`src/rtl/mem_arbiter_pkg.sv`:
```
// Shared definitions for the memory arbiter: FSM state encoding,
// default geometry of the memory interface and the index-width helper.
package mem_arbiter_pkg;

  localparam int unsigned MEM_LAT_DEF = 4;
  localparam int unsigned BURST_DEF   = 8;
  localparam int unsigned AW_DEF      = 16;
  localparam int unsigned DW_DEF      = 16;

  typedef enum logic [1:0] {
    ST_IDLE    = 2'd0,
    ST_I_FILL  = 2'd1,
    ST_D_FILL  = 2'd2,
    ST_D_WRITE = 2'd3
  } state_e;

  // Width of a word index inside one line fill.
  function automatic int unsigned idx_w(input int unsigned burst);
    return $clog2(burst);
  endfunction

endpackage

```
`src/rtl/mem_arbiter_burst_ctr.sv`:
```
// Loadable up-counter that stops at MAX and flags it (terminal count).
// Used for the issue, receive and write-wait counters of mem_arbiter.
// Ports:
//   clk, rst_n   clock, asynchronous active-low reset (count -> 0)
//   load_i       load load_val_i (has priority over en_i)
//   load_val_i   value to load
//   en_i         count up by one; held at MAX once reached
//   cnt_o        current count
//   tc_o         count equals MAX
module mem_arbiter_burst_ctr #(
  parameter int unsigned W   = 4,
  parameter int unsigned MAX = 8
) (
  input  logic         clk,
  input  logic         rst_n,
  input  logic         load_i,
  input  logic [W-1:0] load_val_i,
  input  logic         en_i,
  output logic [W-1:0] cnt_o,
  output logic         tc_o
);

  logic [W-1:0] cnt_q, cnt_d;

  assign tc_o  = (cnt_q == W'(MAX));
  assign cnt_o = cnt_q;

  // Next count: load wins, otherwise increment until terminal count.
  always_comb begin
    cnt_d = cnt_q;
    if (load_i) begin
      cnt_d = load_val_i;
    end else if (en_i && !tc_o) begin
      cnt_d = cnt_q + W'(1);
    end
  end

  always_ff @(posedge clk or negedge rst_n) begin
    if (!rst_n) begin
      cnt_q <= '0;
    end else begin
      cnt_q <= cnt_d;
    end
  end

endmodule

```
`src/rtl/mem_arbiter.sv`:
```
// Arbiter sharing one pipelined fixed-latency memory between the I-cache
// fill path and the D-cache fill/write path. Fills are BURST-word bursts
// issued one address per cycle; D writes are single words that occupy the
// memory for MEM_LAT cycles. Returned words are steered to the granted side.
// Optional feature: define MEM_ARB_RR_EN for round-robin arbitration
// (ties go to the side not granted last); default is fixed D-over-I priority.
// Ports:
//   clk, rst_n                 clock, asynchronous active-low reset
//   i_req, i_addr              I-side line-fill request and line address
//   i_rvalid, i_idx, i_done    I-side returned word valid/index, completion
//   d_req, d_wr, d_addr,       D-side request, write select, address,
//   d_wdata                    write data
//   d_rvalid, d_idx, d_done    D-side returned word valid/index, completion
//   rdata                      returned word, common to both sides
//   mem_en, mem_wr, mem_addr,  memory command strobe, write qualifier,
//   mem_wdata                  byte address, write data
//   mem_rdata, mem_rvalid      memory read return
module mem_arbiter
  import mem_arbiter_pkg::*;
#(
  parameter  int unsigned MEM_LAT = MEM_LAT_DEF,
  parameter  int unsigned BURST   = BURST_DEF,
  parameter  int unsigned AW      = AW_DEF,
  parameter  int unsigned DW      = DW_DEF,
  localparam int unsigned IDX_W   = idx_w(BURST)
) (
  input  logic             clk,
  input  logic             rst_n,
  input  logic             i_req,
  input  logic [AW-1:0]    i_addr,
  output logic             i_rvalid,
  output logic [IDX_W-1:0] i_idx,
  output logic             i_done,
  input  logic             d_req,
  input  logic             d_wr,
  input  logic [AW-1:0]    d_addr,
  input  logic [DW-1:0]    d_wdata,
  output logic             d_rvalid,
  output logic [IDX_W-1:0] d_idx,
  output logic             d_done,
  output logic [DW-1:0]    rdata,
  output logic             mem_en,
  output logic             mem_wr,
  output logic [AW-1:0]    mem_addr,
  output logic [DW-1:0]    mem_wdata,
  input  logic [DW-1:0]    mem_rdata,
  input  logic             mem_rvalid
);

  localparam int unsigned IC_W = IDX_W + 1;
  localparam int unsigned WT_W = $clog2(MEM_LAT) + 1;

  state_e           state_q, state_d;
  logic [AW-1:0]    addr_q;
  logic [DW-1:0]    wdata_q;
  logic             in_idle;
  logic             fill_act;
  logic             grant;
  logic             pick_d;
  logic [IC_W-1:0]  ic_cnt;
  logic             ic_tc;
  logic [IDX_W-1:0] rc_cnt;
  logic             rc_tc;
  logic [WT_W-1:0]  wt_cnt;
  logic             wt_tc;
  logic             unused_bits;

  assign in_idle  = (state_q == ST_IDLE);
  assign fill_act = (state_q == ST_I_FILL) || (state_q == ST_D_FILL);
  assign grant    = in_idle && (i_req || d_req);
  assign rdata    = mem_rdata;

  // Issue count MSB only marks saturation, which ic_tc already reports.
  assign unused_bits = ic_cnt[IDX_W];

`ifdef MEM_ARB_RR_EN
  logic last_d_q;

  // Tie goes to the side that did not win the previous grant.
  assign pick_d = d_req && (!i_req || !last_d_q);

  always_ff @(posedge clk or negedge rst_n) begin
    if (!rst_n) begin
      last_d_q <= 1'b0;
    end else if (grant) begin
      last_d_q <= pick_d;
    end
  end
`else
  assign pick_d = d_req;
`endif

  // Request payload captured at grant so requesters may drop mid-transaction.
  always_ff @(posedge clk or negedge rst_n) begin
    if (!rst_n) begin
      addr_q  <= '0;
      wdata_q <= '0;
    end else if (grant) begin
      addr_q  <= pick_d ? d_addr : i_addr;
      wdata_q <= d_wdata;
    end
  end

  always_ff @(posedge clk or negedge rst_n) begin
    if (!rst_n) begin
      state_q <= ST_IDLE;
    end else begin
      state_q <= state_d;
    end
  end

  // Counters clear in IDLE, so every granted state starts from zero.
  mem_arbiter_burst_ctr #(.W(IC_W), .MAX(BURST)) u_ic (
    .clk        (clk),
    .rst_n      (rst_n),
    .load_i     (in_idle),
    .load_val_i ('0),
    .en_i       (fill_act),
    .cnt_o      (ic_cnt),
    .tc_o       (ic_tc)
  );

  mem_arbiter_burst_ctr #(.W(IDX_W), .MAX(BURST - 1)) u_rc (
    .clk        (clk),
    .rst_n      (rst_n),
    .load_i     (in_idle),
    .load_val_i ('0),
    .en_i       (fill_act && mem_rvalid),
    .cnt_o      (rc_cnt),
    .tc_o       (rc_tc)
  );

  mem_arbiter_burst_ctr #(.W(WT_W), .MAX(MEM_LAT - 1)) u_wt (
    .clk        (clk),
    .rst_n      (rst_n),
    .load_i     (in_idle),
    .load_val_i ('0),
    .en_i       (state_q == ST_D_WRITE),
    .cnt_o      (wt_cnt),
    .tc_o       (wt_tc)
  );

  // Next state, memory command and requester steering.
  always_comb begin
    state_d   = state_q;
    mem_en    = 1'b0;
    mem_wr    = 1'b0;
    mem_addr  = '0;
    mem_wdata = '0;
    i_rvalid  = 1'b0;
    i_idx     = '0;
    i_done    = 1'b0;
    d_rvalid  = 1'b0;
    d_idx     = '0;
    d_done    = 1'b0;
    case (state_q)
      ST_IDLE: begin
        if (grant) begin
          if (pick_d) begin
            state_d = d_wr ? ST_D_WRITE : ST_D_FILL;
          end else begin
            state_d = ST_I_FILL;
          end
        end
      end
      ST_I_FILL, ST_D_FILL: begin
        if (!ic_tc) begin
          mem_en   = 1'b1;
          mem_addr = {addr_q[AW-1:IDX_W+1], ic_cnt[IDX_W-1:0], 1'b0};
        end
        if (state_q == ST_I_FILL) begin
          i_rvalid = mem_rvalid;
          i_idx    = rc_cnt;
          i_done   = mem_rvalid && rc_tc;
        end else begin
          d_rvalid = mem_rvalid;
          d_idx    = rc_cnt;
          d_done   = mem_rvalid && rc_tc;
        end
        if (mem_rvalid && rc_tc) begin
          state_d = ST_IDLE;
        end
      end
      ST_D_WRITE: begin
        if (wt_cnt == '0) begin
          mem_en    = 1'b1;
          mem_wr    = 1'b1;
          mem_addr  = addr_q;
          mem_wdata = wdata_q;
        end
        if (wt_tc) begin
          d_done  = 1'b1;
          state_d = ST_IDLE;
        end
      end
      default: state_d = ST_IDLE;
    endcase
  end

endmodule

```
`config.mk`:
```
export PLATFORM = sky130hd
export DESIGN_NAME = mem_arbiter
export DESIGN_NICKNAME = d
export VERILOG_FILES = /design/src/rtl/mem_arbiter_pkg.sv /design/src/rtl/mem_arbiter_burst_ctr.sv /design/src/rtl/mem_arbiter.sv
export SDC_FILE = /design/constraint.sdc
export NUM_CORES = 1
export LEC_CHECK = 0
export ABC_AREA = 1
export BUFFER_PORTS_ARGS = -buffer_cell sky130_fd_sc_hd__buf_4
export CAP_MARGIN = 10
export CORE_MARGIN = 1
export CORE_UTILIZATION = 50
export DETAILED_ROUTE_END_ITERATION = 10
export PLACE_DENSITY_LB_ADDON = 0.3
export SKIP_LAST_GASP = 1
export SLEW_MARGIN = 20
export SYNTH_ARGS = -nofsm -noshare
export SYNTH_HDL_FRONTEND = slang
export SYNTH_SLANG_ARGS = --single-unit
```
`constraint.sdc`:
```
create_clock -name clk -period 4.25 [get_ports clk]
set_input_delay 0.2125 -clock clk [delete_from_list [all_inputs] [get_ports clk]]
set_output_delay 0.2125 -clock clk [all_outputs]
set_load 0.02 [all_outputs]
```
==> impl_metrics.ini <==
[outcome]
status = complete, no violations

[synthesis]
synthCells = 364
synth.avg_cell_area_um2 = 7.14
yosys_warnings = 0
yosysTopAreaCell = dfrtp_1
synth.distinct_cells = 21
yosysTopAreaCellShare = 0.424
ys_ff_latch = 44
synth_area_um2 = 2600
synthTopCellsByArea = dfrtp_1, nand2_1, inv_1, o21ai_0, nor2_1
ys_seq_area_frac = 0.424
syn-num-nets = 444

[floorplan]
rows = 25
io_pins = 130
die_w_um = 74.1
core_um2 = 4850
die_area_um2 = 5490
start_util = 0.536
fp.dieH_um = 74.1

[timing]
skew_ns = 0.00633
tightest_slew_ns = 0.567
hold_viol_final = 0
fmax_mhz = 408
rsz0062_at_grt = no
final.min_clock_period_ns = 2.45
finalCritPeriodShare = 0.577
setup-violations-final = 0
holdWs_ns = 0.128
final.setup.tns_ns = 0
slew_viol_final = 0
slew_headroom = 0.621

[clocking]
postCtsHoldBufs = 1
cts_setup_buffers = 0
cts_buffer_depth = 2
cts_tree = done
cts_repair_resize_count = 0
cts_buffers = 5
cts.clk_slew.worst_paths_ns = 0.08
htree_levels = 2
clock_latency_ns = 0.29
cts-root-buf = clkbuf_8
cts_sinks = 44

[placed_design]
io_buffers = 97
gp_congestion = 0.931
dpl.hpwl_um = 4350

[route]
wire_per_inst_um = 12.1
wl_um = 6120
drtIter0Drc = 106
drc_errors = 0
vias_per_cell = 4.82
firstDrtPassIters = 4
vias = 2445
ant_nets = 0

[pwr]
p_comb_frac = 0.481
swShare = 0.420
p_clk_frac = 0.188
vdd_ir_drop_max_mv = 0.342
power_switching_w = 0.000824
power_density_nw_per_um2 = 586
internal-power_w = 0.00114
p_seq_frac = 0.331
p_leak_nw = 1.90

[finish]
drive_gt1_frac = 0.248
final_util = 0.691
final_cell_mix = nand2_1, buf_4, inv_1
fin_nets = 520
layout_commonest_cell = nand2_1
synthToLayoutAreaGrowth_pct = 28.9
n_antenna_cell = 0

[global_routing]
grt_overflow = 0
grt_util_all_layers = 0.228
grt_pass1_vias = 2224
grt_first_pass_wirelength_um = 9510
grt_max_degree = 65
antenna_found_initial = 0

[critical_path]
cp_slowest_cell = ha_1
required_ns = 4.04
cp_data_arrival_time_ns = 2.24
path_class = register to output port
worstPathCellList = inv_1, ha_1, nand2_1, nand3_1, nand2_1, nor2_1, buf_4
cp_max_fo = 13
max_stage_delay_ns = 0.49
start_kind = register
cp-end-kind = output port
crit_top_cell = nand2_1

[worst_hold_path]
hold_class = input port to register

[flow_run]
drv_cap = 0
[flip-flops by register name (all words and copies together) (netlist names)]
register    cells
wdata_q        16
u_wt.cnt_o      3
u_ic.cnt_o      4
u_rc.cnt_o      3
addr_q         16
state_q         2
[layout make-up]
| cell class | count | area (µm²) |
|---|---|---|
| clock buffer | 5 | 68.8 |
| clock inverter | 2 | 60.1 |
| fill | 396 | 1500 |
| inverter | 58 | 220 |
| multi-input combinational | 232 | 1070 |
| sequential | 44 | 1100 |
| tap | 67 | 83.8 |
| timing repair buffer | 99 | 746 |
[power by group through the flow]
stage	clock network (W)	registers (W)	logic, W
floorplan	0	0.000643	0.000699
global placement	0	0.000653	0.000913
detailed placement	0	0.000660	0.000933
CTS	0.000377	0.000652	0.000945
global route	0.000396	0.000670	0.00106
finish	0.000369	0.000651	0.000944
[stage by stage]
stage               std cells  power [W]  instance area [µm²]  setup WS, ns
floorplan                 364    0.00134                 2600          2.38
global placement          499    0.00157                 3210          2.22
detailed placement        499    0.00159                 3210          2.16
CTS                       507    0.00197                 3350          1.82
global route              507    0.00212                 3350          1.61
finish                    507    0.00196                 3350          1.80
[synth_stat cells, drive strengths merged]
cell type and instances:
a21oi 3, buf 27, clkbuf 3, dfrtp 44, ha 10, inv 58
nand2 114, nand3 21, nand3b 1, nand4 4, nor2 40, nor3 1
o21ai 36, o22ai 2
[path summary, 6_finish.rpt]
path,slack [ns],cells past startpoint,start,to
worst min-delay path,0.13,3,d_wdata[8],wdata_q[8]$_DFFE_PN0P_
worst min register to register,0.52,2,state_q[1]$_DFFE_PN0P_,state_q[1]$_DFFE_PN0P_
worst max register to register,2.27,7,state_q[0]$_DFFE_PN0P_,addr_q[0]$_DFFE_PN0P_
min in group asynchronous,0.45,2,rst_n,wdata_q[0]$_DFFE_PN0P_
max in group asynchronous,3.43,2,rst_n,addr_q[2]$_DFFE_PN0P_
worst max-delay path,1.80,7,state_q[0]$_DFFE_PN0P_,mem_addr[6]
[logic make-up after synthesis]
kind of cell | count (synthesis) | share of synthesized area
flip-flops | 44 | 0.424
buffers and inverters | 88 | 0.165
AO/OA/AOI/OAI | 41 | 0.0843
AND/OR/NAND/NOR | 181 | 0.279
adder cells (fa/ha/maj) | 10 | 0.0481
[routing by layer]
metal	up-vias	routed length, µm	share of wire	track usage
met2	97	3020	0.49	0.385
met5	-	0	0	0
met3	16	533	0.087	0.0610
met1	1091	2430	0.40	0.273
met4	0	131	0.021	0.100
li1	1241	-	-	-
[critical path: cells and delay by family, from the launching register on]
kind / cells / cell delay [ns]
and+or+nand+nor: 4 / 0.82
buffers and inverters: 2 / 0.24
adders and majority gates: 1 / 0.49
DFF: 1 / 0.41
No activity file was read; power rests on OpenSTA's default activity.
